$ cat config.mk
export PLATFORM = sky130hd
export DESIGN_NAME = match_timer_ctrl_flat
export DESIGN_NICKNAME = d
export VERILOG_FILES = /design/src/rtl/match_timer_ctrl_if.sv /design/src/rtl/match_timer_ctrl.sv /design/src/flat_wrapper.sv
export SDC_FILE = /design/constraint.sdc
export NUM_CORES = 1
export LEC_CHECK = 0
export CAP_MARGIN = 10
export CORE_UTILIZATION = 46
export DETAILED_ROUTE_END_ITERATION = 8
export GPL_TIMING_DRIVEN = 0
export PLACE_DENSITY_LB_ADDON = 0.05
export SYNTH_ARGS = -nofsm -noshare
export SYNTH_HDL_FRONTEND = slang
export SYNTH_SLANG_ARGS = --single-unit
$ cat constraint.sdc
create_clock -name clk -period 3.1 [get_ports clk]
set_input_delay 0.62 -clock clk [delete_from_list [all_inputs] [get_ports clk]]
set_output_delay 0.62 -clock clk [all_outputs]
set_load 0.02 [all_outputs]
$ cat src/rtl/match_timer_ctrl_if.sv
// rtl/match_timer_ctrl_if.sv - control inputs and timing/display outputs of the match timer
interface match_timer_ctrl_if #(
  parameter int SEC_W = 10
);
  logic             start;
  logic             restart;
  logic             count_up;
  logic             frame_tick;
  logic             sec_tick;
  logic [SEC_W-1:0] secs;
  logic             expired;
  logic             running;
  logic [1:0]       state;
  logic [11:0]      bcd;
  logic             bcd_valid;

  modport master (
    output start, restart, count_up,
    input  frame_tick, sec_tick, secs, expired, running, state, bcd, bcd_valid
  );

  modport slave (
    input  start, restart, count_up,
    output frame_tick, sec_tick, secs, expired, running, state, bcd, bcd_valid
  );
endinterface

$ cat src/rtl/match_timer_ctrl.sv
// rtl/match_timer_ctrl.sv - frame/second strobes, match clock FSM and sequential BCD converter
module match_timer_ctrl #(
  parameter int CLK_HZ     = 100_000_000,
  parameter int FRAME_HZ   = 180,
  parameter int MATCH_SECS = 180,
  parameter int SEC_W      = 10
) (
  input logic clk,
  input logic rst_n,
  match_timer_ctrl_if.slave bus
);

  localparam int FRAME_DIV = (CLK_HZ + FRAME_HZ / 2) / FRAME_HZ;
  localparam int SEC_DIV   = CLK_HZ;
  localparam int FW        = (FRAME_DIV > 1) ? $clog2(FRAME_DIV) : 1;
  localparam int SW        = (SEC_DIV > 1) ? $clog2(SEC_DIV) : 1;
  localparam int CW        = (SEC_W > 1) ? $clog2(SEC_W) : 1;
  localparam logic [FW-1:0]    FRAME_LAST = FW'(FRAME_DIV - 1);
  localparam logic [SW-1:0]    SEC_LAST   = SW'(SEC_DIV - 1);
  localparam logic [SEC_W-1:0] MAX_SECS   = SEC_W'(MATCH_SECS);
  localparam logic [CW-1:0]    CONV_LAST  = CW'(SEC_W - 1);
  localparam bit               ZERO_MATCH = (MATCH_SECS == 0);

  typedef enum logic [1:0] {
    IDLE    = 2'd0,
    RUN     = 2'd1,
    PAUSE   = 2'd2,
    EXPIRED = 2'd3
  } state_e;

  state_e           state_q;
  logic             mode_q;
  logic [FW-1:0]    frame_cnt_q;
  logic [SW-1:0]    sec_cnt_q;
  logic [SEC_W-1:0] secs_q;
  logic             frame_tick_q, sec_tick_q;
  logic             exp_pend_q, expired_q, running_q;

  logic             frame_last, sec_last, final_hit;
  logic [SEC_W-1:0] secs_d, idle_secs;

  always_comb begin
    frame_last = (frame_cnt_q == FRAME_LAST);
    sec_last   = (sec_cnt_q == SEC_LAST);
    idle_secs  = bus.count_up ? '0 : MAX_SECS;
    if (mode_q) begin
      secs_d    = (secs_q >= MAX_SECS) ? MAX_SECS : secs_q + SEC_W'(1);
      final_hit = (secs_d == MAX_SECS);
    end else begin
      secs_d    = (secs_q == '0) ? '0 : secs_q - SEC_W'(1);
      final_hit = (secs_d == '0);
    end
  end

  // Dividers advance in RUN, and in PAUSE on the resume cycle, so a pause costs no phase.
  always_ff @(posedge clk) begin
    if (!rst_n) begin
      state_q      <= IDLE;
      mode_q       <= 1'b0;
      frame_cnt_q  <= '0;
      sec_cnt_q    <= '0;
      secs_q       <= MAX_SECS;
      frame_tick_q <= 1'b0;
      sec_tick_q   <= 1'b0;
      exp_pend_q   <= 1'b0;
      expired_q    <= 1'b0;
      running_q    <= 1'b0;
    end else if (bus.restart) begin
      state_q      <= IDLE;
      frame_cnt_q  <= '0;
      sec_cnt_q    <= '0;
      secs_q       <= idle_secs;
      frame_tick_q <= 1'b0;
      sec_tick_q   <= 1'b0;
      exp_pend_q   <= 1'b0;
      expired_q    <= 1'b0;
      running_q    <= 1'b0;
    end else begin
      frame_tick_q <= 1'b0;
      sec_tick_q   <= 1'b0;
      expired_q    <= exp_pend_q;
      exp_pend_q   <= 1'b0;
      case (state_q)
        IDLE: begin
          frame_cnt_q <= '0;
          sec_cnt_q   <= '0;
          secs_q      <= idle_secs;
          if (bus.start) begin
            mode_q <= bus.count_up;
            if (!bus.count_up && ZERO_MATCH) begin
              state_q    <= EXPIRED;
              exp_pend_q <= 1'b1;
            end else begin
              state_q   <= RUN;
              running_q <= 1'b1;
            end
          end
        end
        RUN, PAUSE: begin
          if (bus.start) begin
            state_q      <= RUN;
            running_q    <= 1'b1;
            frame_cnt_q  <= frame_last ? '0 : frame_cnt_q + FW'(1);
            sec_cnt_q    <= sec_last ? '0 : sec_cnt_q + SW'(1);
            frame_tick_q <= frame_last;
            sec_tick_q   <= sec_last;
            if (sec_last) begin
              secs_q <= secs_d;
              if (final_hit) begin
                state_q    <= EXPIRED;
                running_q  <= 1'b0;
                exp_pend_q <= 1'b1;
              end
            end
          end else begin
            state_q   <= PAUSE;
            running_q <= 1'b0;
          end
        end
        default: ;
      endcase
    end
  end

  logic             conv_busy_q, conv_pend_q;
  logic [SEC_W-1:0] conv_last_q, conv_bin_q;
  logic [11:0]      conv_bcd_q, bcd_q;
  logic [CW-1:0]    conv_cnt_q;
  logic             bcd_valid_q;
  logic [11:0]      adj, step_bcd;
  logic [3:0]       dig;

  always_comb begin
    adj = conv_bcd_q;
    dig = '0;
    for (int i = 0; i < 3; i++) begin
      dig = conv_bcd_q[4*i +: 4];
      adj[4*i +: 4] = (dig >= 4'd5) ? dig + 4'd3 : dig;
    end
    step_bcd = {adj[10:0], conv_bin_q[SEC_W-1]};
  end

  // Any change of secs (including mid-conversion) restarts from the new value.
  always_ff @(posedge clk) begin
    if (!rst_n) begin
      conv_busy_q <= 1'b0;
      conv_pend_q <= 1'b1;
      conv_last_q <= '0;
      conv_bin_q  <= '0;
      conv_bcd_q  <= '0;
      conv_cnt_q  <= '0;
      bcd_q       <= '0;
      bcd_valid_q <= 1'b0;
    end else if (conv_pend_q || (secs_q != conv_last_q)) begin
      conv_pend_q <= 1'b0;
      conv_busy_q <= 1'b1;
      conv_last_q <= secs_q;
      conv_bin_q  <= secs_q;
      conv_bcd_q  <= '0;
      conv_cnt_q  <= '0;
      bcd_valid_q <= 1'b0;
    end else if (conv_busy_q) begin
      conv_bcd_q <= step_bcd;
      conv_bin_q <= conv_bin_q << 1;
      conv_cnt_q <= conv_cnt_q + CW'(1);
      if (conv_cnt_q == CONV_LAST) begin
        conv_busy_q <= 1'b0;
        bcd_q       <= step_bcd;
        bcd_valid_q <= 1'b1;
      end
    end
  end

  assign bus.frame_tick = frame_tick_q;
  assign bus.sec_tick   = sec_tick_q;
  assign bus.secs       = secs_q;
  assign bus.expired    = expired_q;
  assign bus.running    = running_q;
  assign bus.state      = state_q;
  assign bus.bcd        = bcd_q;
  assign bus.bcd_valid  = bcd_valid_q;

endmodule

$ cat src/flat_wrapper.sv
// flat-port wrapper written by rule: the top's interface ports become plain ports
module match_timer_ctrl_flat 
#(
  parameter int CLK_HZ     = 100_000_000,
  parameter int FRAME_HZ   = 180,
  parameter int MATCH_SECS = 180,
  parameter int SEC_W      = 10
)
  (clk, rst_n, bus_start, bus_restart, bus_count_up, bus_frame_tick, bus_sec_tick, bus_secs, bus_expired, bus_running, bus_state, bus_bcd, bus_bcd_valid);
  match_timer_ctrl_if #(.SEC_W(SEC_W)) bus_i ();
  input logic clk;
  input logic rst_n;
  input wire logic [$bits(bus_i.start)-1:0] bus_start;
  input wire logic [$bits(bus_i.restart)-1:0] bus_restart;
  input wire logic [$bits(bus_i.count_up)-1:0] bus_count_up;
  output wire logic [$bits(bus_i.frame_tick)-1:0] bus_frame_tick;
  output wire logic [$bits(bus_i.sec_tick)-1:0] bus_sec_tick;
  output wire logic [$bits(bus_i.secs)-1:0] bus_secs;
  output wire logic [$bits(bus_i.expired)-1:0] bus_expired;
  output wire logic [$bits(bus_i.running)-1:0] bus_running;
  output wire logic [$bits(bus_i.state)-1:0] bus_state;
  output wire logic [$bits(bus_i.bcd)-1:0] bus_bcd;
  output wire logic [$bits(bus_i.bcd_valid)-1:0] bus_bcd_valid;
  assign bus_i.start = bus_start;
  assign bus_i.restart = bus_restart;
  assign bus_i.count_up = bus_count_up;
  assign bus_frame_tick = bus_i.frame_tick;
  assign bus_sec_tick = bus_i.sec_tick;
  assign bus_secs = bus_i.secs;
  assign bus_expired = bus_i.expired;
  assign bus_running = bus_i.running;
  assign bus_state = bus_i.state;
  assign bus_bcd = bus_i.bcd;
  assign bus_bcd_valid = bus_i.bcd_valid;
  match_timer_ctrl #(.CLK_HZ(CLK_HZ), .FRAME_HZ(FRAME_HZ), .MATCH_SECS(MATCH_SECS), .SEC_W(SEC_W)) u_core (.clk(clk), .rst_n(rst_n), .bus(bus_i));
endmodule
-- After elaboration in Yosys (flattened, before gate mapping)
Index checks and enable logic that the tools add are counted.
- logic and storage cells: 99
- input bits: 5
- bits in registers: 116
- bitwise operators: 6
- equal/unequal tests: 11
- $lt $le $gt $ge: 4
- add/sub/neg operators: 8
- mux-type cells: 34
- reductions and logical operators: 18
- operator list (operator ; count):
    $mux 10 ; 8
    $mux 27 ; 2
    $pmux 27 s2 ; 1
    $mux 20 ; 2
    $pmux 20 s2 ; 1
    $add 27x1->27 const B ; 1
    $eq 27x27->1 const B ; 1
    $add 20x1->20 const B ; 1
    $eq 20x20->1 const B ; 1
    $logic_not 10->1 ; 2
    $pmux 10 s2 ; 1
    $ge 4x3->1 const B ; 3
    $add 10x1->10 const B ; 1
    $eq 10x8->1 const B ; 1
    $ge 10x8->1 const B ; 1
    $ne 10x10->1 ; 1
    $sub 10x1->10 const B ; 1
    $mux 1 ; 9
    $reduce_and 3->1 ; 3
    $add 4x2->4 const B ; 2
    $mux 2 ; 4
    $mux 4 ; 2
    $mux 8 ; 1
    $not 1->1 ; 6
    19 further kinds ; 25

-- Longest topological paths before layout
Gate-level depths: netlist (run 1).
- depth in word-level cells: 8
- mapped depth: 11
- depth with buffers taken out: 8

-- Least setup slack after synthesis (run 1)
OpenSTA, ideal clock, no wires.
- path type: register -> register
- start point: register u_core.secs_q[0] (netlist: u_core.bus.secs[0])
- end point: register u_core.exp_pend_q
- required time: 3039 ps
- path slack: 610 ps
- arrival: 2428 ps
- stages on the path, launching flop included: 11
- library setup time: 61 ps
- cells stage by stage: dfxtp_1 clkbuf_1 inv_1 ha_1 buf_2 or4b_1 buf_2 a2111oi_2 nand3_1 o211ai_2 and4_1
- cells in the longest elaborated chain, start to end: 5
- elaborated cells on any way between the ends: 10
- ends and longest elaborated chain (what ; RTL line ; text):
    start: declaration ; match_timer_ctrl.sv:35 ; logic [SEC_W-1:0] secs_q;
    start signal: assignment ; match_timer_ctrl.sv:72 ; secs_q <= idle_secs;
    start signal: assignment ; match_timer_ctrl.sv:87 ; secs_q <= idle_secs;
    start signal: assignment ; match_timer_ctrl.sv:108 ; secs_q <= secs_d;
    $add 10x1->10, or another cell as far along ; match_timer_ctrl.sv:47 ; secs_d = (secs_q >= MAX_SECS) ? MAX_SECS : secs_q + SEC_W'(1);
    $mux 10, on equally long branches ; match_timer_ctrl.sv:47, match_timer_ctrl.sv:50 ;
    $eq 10x8->1 or $logic_not 10->1 (tied branches) ; match_timer_ctrl.sv:48, match_timer_ctrl.sv:51 ;
    $mux 1 (*) ; match_timer_ctrl.sv:46 ; if (mode_q) begin
    $mux 1 (*) ; match_timer_ctrl.sv:109 ; if (final_hit) begin
    end signal: assignment ; match_timer_ctrl.sv:65 ; exp_pend_q <= 1'b0;
    end signal: assignment ; match_timer_ctrl.sv:75 ; exp_pend_q <= 1'b0;
    end signal: assignment ; match_timer_ctrl.sv:112 ; exp_pend_q <= 1'b1;
    end: declaration ; match_timer_ctrl.sv:37 ; logic exp_pend_q, expired_q, running_q;
Mark *: on every way between the ends. The rest lies on a longest branch, timed or not.
A chain may end at the register's enable or synchronous reset.

-- Worst setup path after layout (run 1)
- start point: register u_core.secs_q[0] (netlist: u_core.bus.secs[0])
- end point: register u_core.secs_q[5] (netlist: u_core.bus.secs[5])
- cells in the longest elaborated chain, start to end: 7
- elaborated cells on any way between the ends: 11
- ends and longest elaborated chain (what ; RTL line ; text):
    $sub 10x1->10, or another cell as far along ; match_timer_ctrl.sv:50 ; secs_d = (secs_q == '0) ? '0 : secs_q - SEC_W'(1);
    $mux 10, on equally long branches ; match_timer_ctrl.sv:50, match_timer_ctrl.sv:47 ;
    $mux 10 (*) ; match_timer_ctrl.sv:46 ;
    $mux 10 (*) ; match_timer_ctrl.sv:107 ; if (sec_last) begin
    $mux 10 (*) ; match_timer_ctrl.sv:100 ; if (bus.start) begin
    $pmux 10 s2 (*) ; match_timer_ctrl.sv:83 ; case (state_q)
    $mux 10 (*) ; match_timer_ctrl.sv:68 ; end else if (bus.restart) begin
Mark *: on every way between the ends. The rest lies on a longest branch, timed or not. The select of a mux whose other input is x is not followed.

==> results of run 1 <==
[critical path: stages (launching register included)]
cell      delay [ns]
dfxtp_1         0.39
clkbuf_1        0.26
inv_1           0.16
ha_1            0.15
buf_2           0.19
or4b_1          0.45
buf_2           0.19
o21ai_1         0.48
nor3_1          0.10
o31ai_1         0.22
nand3_1         0.13
[power by group]
part           switching (mW)  internal [mW]
sequential             0.0181           1.52
clock                   0.702           1.58
combinational           0.244          0.117
total                   0.963           3.22
[worst paths after layout]
check / slack (ns) / end / startpoint / cells past startpoint
hold / removal: 0.48 / u_core.bus.bcd_valid / u_core.bus.bcd_valid / 2
setup reg to reg: 0.21 / u_core.bus.secs[5] / u_core.bus.secs[0] / 10
setup / recovery: 0.21 / u_core.bus.secs[5] / u_core.bus.secs[0] / 10
hold reg to reg: 0.48 / u_core.bus.bcd_valid / u_core.bus.bcd_valid / 2
[synthesized netlist by cell type (4+ instances only)]
master and n:
and2_1 13, a21oi_1 47, ha_1 13, dfxtp_1 116
xor2_1 21, a311oi_1 21, nor3_1 21, clkbuf_1 28
nor4_1 5, buf_2 12, nand2_1 66, nand2b_1 7
nor2_1 104, xnor2_1 13, a31oi_1 10, and3_1 15
o21ai_0 19, o211a_1 4, nand3_1 34, o31ai_1 4
inv_1 18, o21ai_1 6, a41oi_1 7, or3_1 5
mux2i_1 25, a211oi_1 11, nor2b_1 6, nand4_1 13
[per-stage QoR]
step | setup WS [ns] | power (mW) | cells | utilization, % | instance area [µm²]
3_5_place_dp | 0.153 | 1.92 | 939 | 51.7 | 6580
5_1_grt | 0.0503 | 4.32 | 971 | 57.1 | 7270
3_3_place_gp | 0.146 | 1.92 | 939 | 51.7 | 6580
6_report | 0.214 | 4.18 | 971 | 57.1 | 7270
4_1_cts | 0.256 | 4.21 | 971 | 57.1 | 7270
2_1_floorplan | 0.610 | 1.81 | 735 | - | 6050
[cell families (layout without fill, tap and decap cells)]
group,after synthesis,after routing,synth area share (%)
muxes,26,26,4.33
xor gates and xnor gates,34,34,4.93
DFF,116,116,38.4
AOI/OAI and AO/OA,166,166,19.1
buffers and inverters,65,129,4.66
and+or+nand+nor,315,315,25.9
adders and majority gates,13,13,2.69
[cell type report]
class,instances,area (µm²)
fillers,1202,5450
multi-input cells,554,3440
plain buffers,46,210
inverters,19,71.3
repair buffers,32,320
well taps,172,215
flip-flops and latches,116,2320
clock buffers,18,429
clock inverters,14,258
[sequential cells by signal (all words and copies together) (netlist names)]
register               flops
u_core.sec_cnt_q          27
u_core.frame_cnt_q        20
u_core.bus.bcd            12
u_core.conv_bcd_q         12
u_core.bus.secs           10
u_core.conv_bin_q         10
u_core.conv_last_q        10
u_core.conv_cnt_q          4
u_core.bus.state           2
u_core.bus.bcd_valid       1
u_core.bus.expired         1
u_core.bus.frame_tick      1
u_core.bus.running         1
u_core.bus.sec_tick        1
u_core.conv_busy_q         1
u_core.conv_pend_q         1
u_core.exp_pend_q          1
u_core.mode_q              1
[placed cells by master (no fill, tap or decap), types with 6 or more instances in the layout]
cell type and n:
a211oi_1 11, a21oi_1 47, a311oi_1 21, a31oi_1 10, a41oi_1 7, and2_1 13, and3_1 15, buf_2 12
bufinv_16 7, clkbuf_1 29, clkbuf_16 17, clkdlybuf4s50_1 32, dfxtp_1 116, ha_1 13, inv_1 18, mux2i_1 25
nand2_1 66, nand2b_1 7, nand3_1 34, nand4_1 13, nor2_1 104, nor2b_1 6, nor3_1 21, o21ai_0 19
o21ai_1 6, xnor2_1 13, xor2_1 21
[routing by layer]
| layer | GRT usage [%] | wire (µm) |
|---|---|---|
| met1 | 32.3 | 7350 |
| met2 | 41.4 | 7620 |
| met3 | 4.93 | 781 |
| met4 | 8.61 | 191 |
| met5 | 0 | 0 |
==> impl_results.md, run 1 <==
* Area Overhead vs Synth at 20.2%
* Routed wire per std cell at 16.4 µm
* Cells after synthesis at 735
* CP arrival at 3.14 ns
* Ranking of synthesized cells by area: dfxtp_1 38%, nor2_1 6.5%, mux2i_1 4.1%
* PortBufs at 32
* Asr flop ratio synth at 0%
* Setup Skew at 0.00765 ns
* Post-synthesis sequential area ratio at 38.4%
* Pre-antenna DRT Iters at 5
* Distinct cell type count after synthesis at 72
* Detail Route Antenna Nets at 0
* CP Max Fanout at 10
* Post-route DRC at 0
* First-pass GRT wire length at 26000 µm
* Nets at 804
* Least-Margin Pin Slew at 0.910 ns
* Ys Warns at 0
* Final Setup Violations at 0
* Startpoint Class: flip-flop
* Clock-pin slew on the worst setup and hold paths at 0.05 ns
* Worst hold margin at 0.475 ns
* F_max at 346 MHz
* Final Cycle Share at 93.1%
* Leak pwr at 2.53 nW
* Hpwl dp at 11100 µm
* Endpoints failing hold at 0
* HP Class: reg2reg
* Rows at 41
* Starting DRT DRC Count at 352
* Global placement routability congestion at 0.915
* Dominant cell type by area after synthesis: dfxtp_1
* # Max-Cap Violations at 0
* ANT cells at 0
* Worst skew pair latency at 0.42 ns
* CP Capture Type: flip-flop
* Fin crit period at 2.89 ns
* Top FF cell, synth: dfxtp_1
* CTS tree: built
* Synth top area share at 38.4%
* Die height at 117 µm
* Status: finished, final reports clean
* Post-CTS Setup Inserts at 0
* Initial antenna violation count at 0
* Cts bufs inserted at 17
* Root Driver: clkbuf_16
* Worst endpoint required time at 3.36 ns
* Post-CTS sizing at 0
* Mapped cell area at 0.00605 mm²
* Max Transition Viols Final at 0
* IR drop worst, VDD at 438 µV
* Vias at 5583
* Hold Buf Count CTS at 0
* Syn_nets at 753
* # IOs at 34
* CTS max path bufs at 2
* H-tree Lvls at 4
* Max-slew headroom at 39.1%
* Share of cells above drive strength 1 at 7.63%
* Area of the die at 0.0136 mm²
* Initial Utilization at 47.5%
* Setup_tns at 0 ns
* CORE AREA at 0.0127 mm²
* GRT overflow at 0
* Vias in the first global route at 5227
* Post-synth EDFFs at 0
* Power Density at 575 mW/mm²
* Synth Area per Inst at 8.23 µm²
* Largest net degree at the start of global routing at 17
* Vias per inst at 5.75
* Drt total wl at 15900 µm
* Clk sinks at 116
* #FFs+latches synth at 116
* Total Routing Usage GR at 24.9%
* Crit Path Class: reg2reg
* RSZ-0062 raised after global routing: false
* Die X at 117 µm
Power figures use the tool's default switching activity.
==> run 2: changes to the inputs <==
- MAX_ROUTING_LAYER: not set -> met4
==> run 2 against run 1 <==
Hold slack got worse by 0.0026 ns; cell count unchanged; clock power decreased by 18%; total power decreased by 10%; sequential power about the same; core utilization decreased by 0.95 points; first-iteration DRC count increased by 5.7%; die area unchanged; combinational power decreased by 1%; global-route usage increased by 0.46 points; clock-buffer cell count increased by 5; design area decreased by 1.7%; critical endpoint is now u_core.bus.secs[2]; largest cell class unchanged; highest routed layer unchanged.
==> impl_results.md, run 2 (synthesis results as in run 1) <==
* Starting DRT DRC Count at 372
* Cts bufs inserted at 17
* Most frequent cells in the layout: 116 x dfxtp_1, 104 x nor2_1, 66 x nand2_1
* Hpwl dp at 10900 µm
* Vias per inst at 5.73
* RR Endpoint: u_core.bus.secs[2]
* Post-route DRC at 0
* H-tree Lvls at 4
* RSZ-0062 raised after global routing: false
* F_max at 352 MHz
* CP Max Fanout at 10
* Launch point of the worst path: u_core.bus.secs[0]
* Grt peak-use layer: met2
* Register with the most flip-flops: u_core.sec_cnt_q
* CTS max path bufs at 2
* Biggest regs: u_core.sec_cnt_q x27, u_core.frame_cnt_q x20
* Final Setup Violations at 0
* Leak pwr at 2.48 nW
* PortBufs at 32
* Initial antenna violation count at 0
* Least-Margin Pin Slew at 0.807 ns
* Status: finished, final reports clean
* Worst R2R Path Depth at 10
* Setup Skew at 0.00854 ns
* Crit Path Class: reg2reg
* Worst Setup EP: u_core.bus.secs[2]
* CORE AREA at 0.0127 mm²
* CP dominant cell by count: buf_2
* CP Capture Type: flip-flop
* CTS tree: built
* Setup_tns at 0 ns
* Max Transition Viols Final at 0
* Pre-antenna DRT Iters at 4
* Area of the multi-input gates at 0.00344 mm²
* ANT cells at 0
* Largest register FFs at 27
* Buffers and inverters on the worst path at 4
* Vias in the first global route at 5123
* Clock-pin slew on the worst setup and hold paths at 0.06 ns
* Die height at 117 µm
* Most common cell after layout, fill and taps aside: dfxtp_1
* Final Cycle Share at 91.5%
* Hold Buf Count CTS at 0
* Internal power at 2.81 mW
* Fin area at 0.00715 mm²
* Worst skew pair latency at 0.42 ns
* Max incr delay on CP at 0.48 ns
* R2R Setup Slk at 0.26 ns
* Sw frac at 25.2%
* Die X at 117 µm
* Vias at 5563
* Top delay family on crit path: buffers and inverters
* Comb pwr share at 9.5%
* Sw Pwr at 0.949 mW
* Root Driver: clkbuf_16
* Met1 Usage GRT at 32.1%
* Slowest-stage cell, CP: o21ai_1
* HP Class: reg2reg
* Max-slew headroom at 46.0%
* Routed wire per std cell at 16.1 µm
* IR drop worst, VDD at 662 µV
* Crit-path cells: clkbuf_1 -> inv_1 -> ha_1 -> buf_2 -> or4b_1 -> buf_2 -> o21ai_1 -> nor3_1 -> o31ai_1 -> nand3_1
* Share of cells above drive strength 1 at 7.51%
* Total Routing Usage GR at 25.4%
* M3 GR Usage at 6.49%
* Area of the die at 0.0136 mm²
* Nets at 804
* # IOs at 34
* Clock group share of total power at 49.7%
* # Max-Cap Violations at 0
* Largest net degree at the start of global routing at 17
* WP depth at 10
* CP arrival at 3.11 ns
* Clk sinks at 116
* Startpoint Class: flip-flop
* GR Util met2 at 39.6%
* Initial Utilization at 47.5%
* Sequential cell area at 0.00232 mm²
* Worst endpoint required time at 3.37 ns
* Post-CTS sizing at 0
* Detail Route Antenna Nets at 0
* DP Area at 0.00658 mm²
* Power Density at 526 mW/mm²
* Drt total wl at 15600 µm
* Post-CTS Setup Inserts at 0
* Endpoints failing hold at 0
* Rows at 41
* Fin crit period at 2.84 ns
* Part of the power in registers at 40.8%
* FILL cells at 1245
* Global placement routability congestion at 0.950
* GRT overflow at 0
* Reg2reg start: u_core.bus.secs[0]
* First-pass GRT wire length at 25600 µm
* Area Overhead vs Synth at 18.2%
-- run 2: changes by cell type in the layout (fill, tap and decap cells not counted), sizes merged --
| cell | before | now |
|---|---|---|
| bufinv | 7 | 1 |
| clkbuf | 46 | 51 |
| clkinvlp | 2 | 3 |
-- run 2: worst min-delay path by stage --
stage | slack (ns) | cells after the start | endpoint | startpoint
after global routing | 0.49 | 2 | u_core.conv_bcd_q[11] | u_core.conv_bcd_q[11]
after CTS | 0.47 | 2 | u_core.conv_bcd_q[11] | u_core.conv_bcd_q[11]
after global placement | 0.45 | 2 | u_core.bus.bcd_valid | u_core.bus.bcd_valid
final | 0.47 | 2 | u_core.conv_bcd_q[11] | u_core.conv_bcd_q[11]
after detailed placement | 0.46 | 2 | u_core.conv_bcd_q[11] | u_core.conv_bcd_q[11]
after floorplan | 0.41 | 1 | u_core.bus.expired | u_core.exp_pend_q
-- run 2: power by group through the flow --
stage	clock [mW]	combinational, mW	sequential [mW]
3_5_place_dp	0	0.354	1.57
2_1_floorplan	0	0.234	1.57
6_report	1.87	0.357	1.54
3_3_place_gp	0	0.353	1.57
5_1_grt	1.98	0.391	1.54
4_1_cts	1.91	0.355	1.53
-- run 2: worst register-to-register path, stage by stage (launching register included) --
cell and delay, ns:
dfxtp_1 0.40, clkbuf_1 0.27, inv_1 0.16, ha_1 0.15, buf_2 0.19, or4b_1 0.44, buf_2 0.19, o21ai_1 0.48
nor3_1 0.09, o31ai_1 0.23, nand3_1 0.10
-- run 2: cell type report --
class	instances	area share [%]
Clock inverter	9	1.09
Sequential cell	116	32.5
Clock buffer	23	6.83
Timing Repair Buffer	32	4.48
Buffer	46	2.94
Multi-Input combinational cell	554	48.2
Inverter	19	0.998
Tap cell	172	3.01
-- run 2: layer usage --
| layer | wire length (µm) | part of all wire, % |
|---|---|---|
| met1 | 7430 | 48 |
| met3 | 767 | 4.9 |
| met4 | 170 | 1.1 |
| met2 | 7280 | 47 |
| met5 | 0 | 0 |
-- run 2: per-stage QoR --
stage	setup WS, ns	util (%)	hold WS, ns	power [mW]	std cells
after floorplan	0.610	-	0.406	1.81	735
after global placement	0.169	51.7	0.452	1.92	939
after detailed placement	0.167	51.7	0.464	1.92	939
after CTS	0.297	56.2	0.472	3.80	971
after global routing	0.0631	56.2	0.486	3.90	971
final	0.263	56.2	0.473	3.76	971
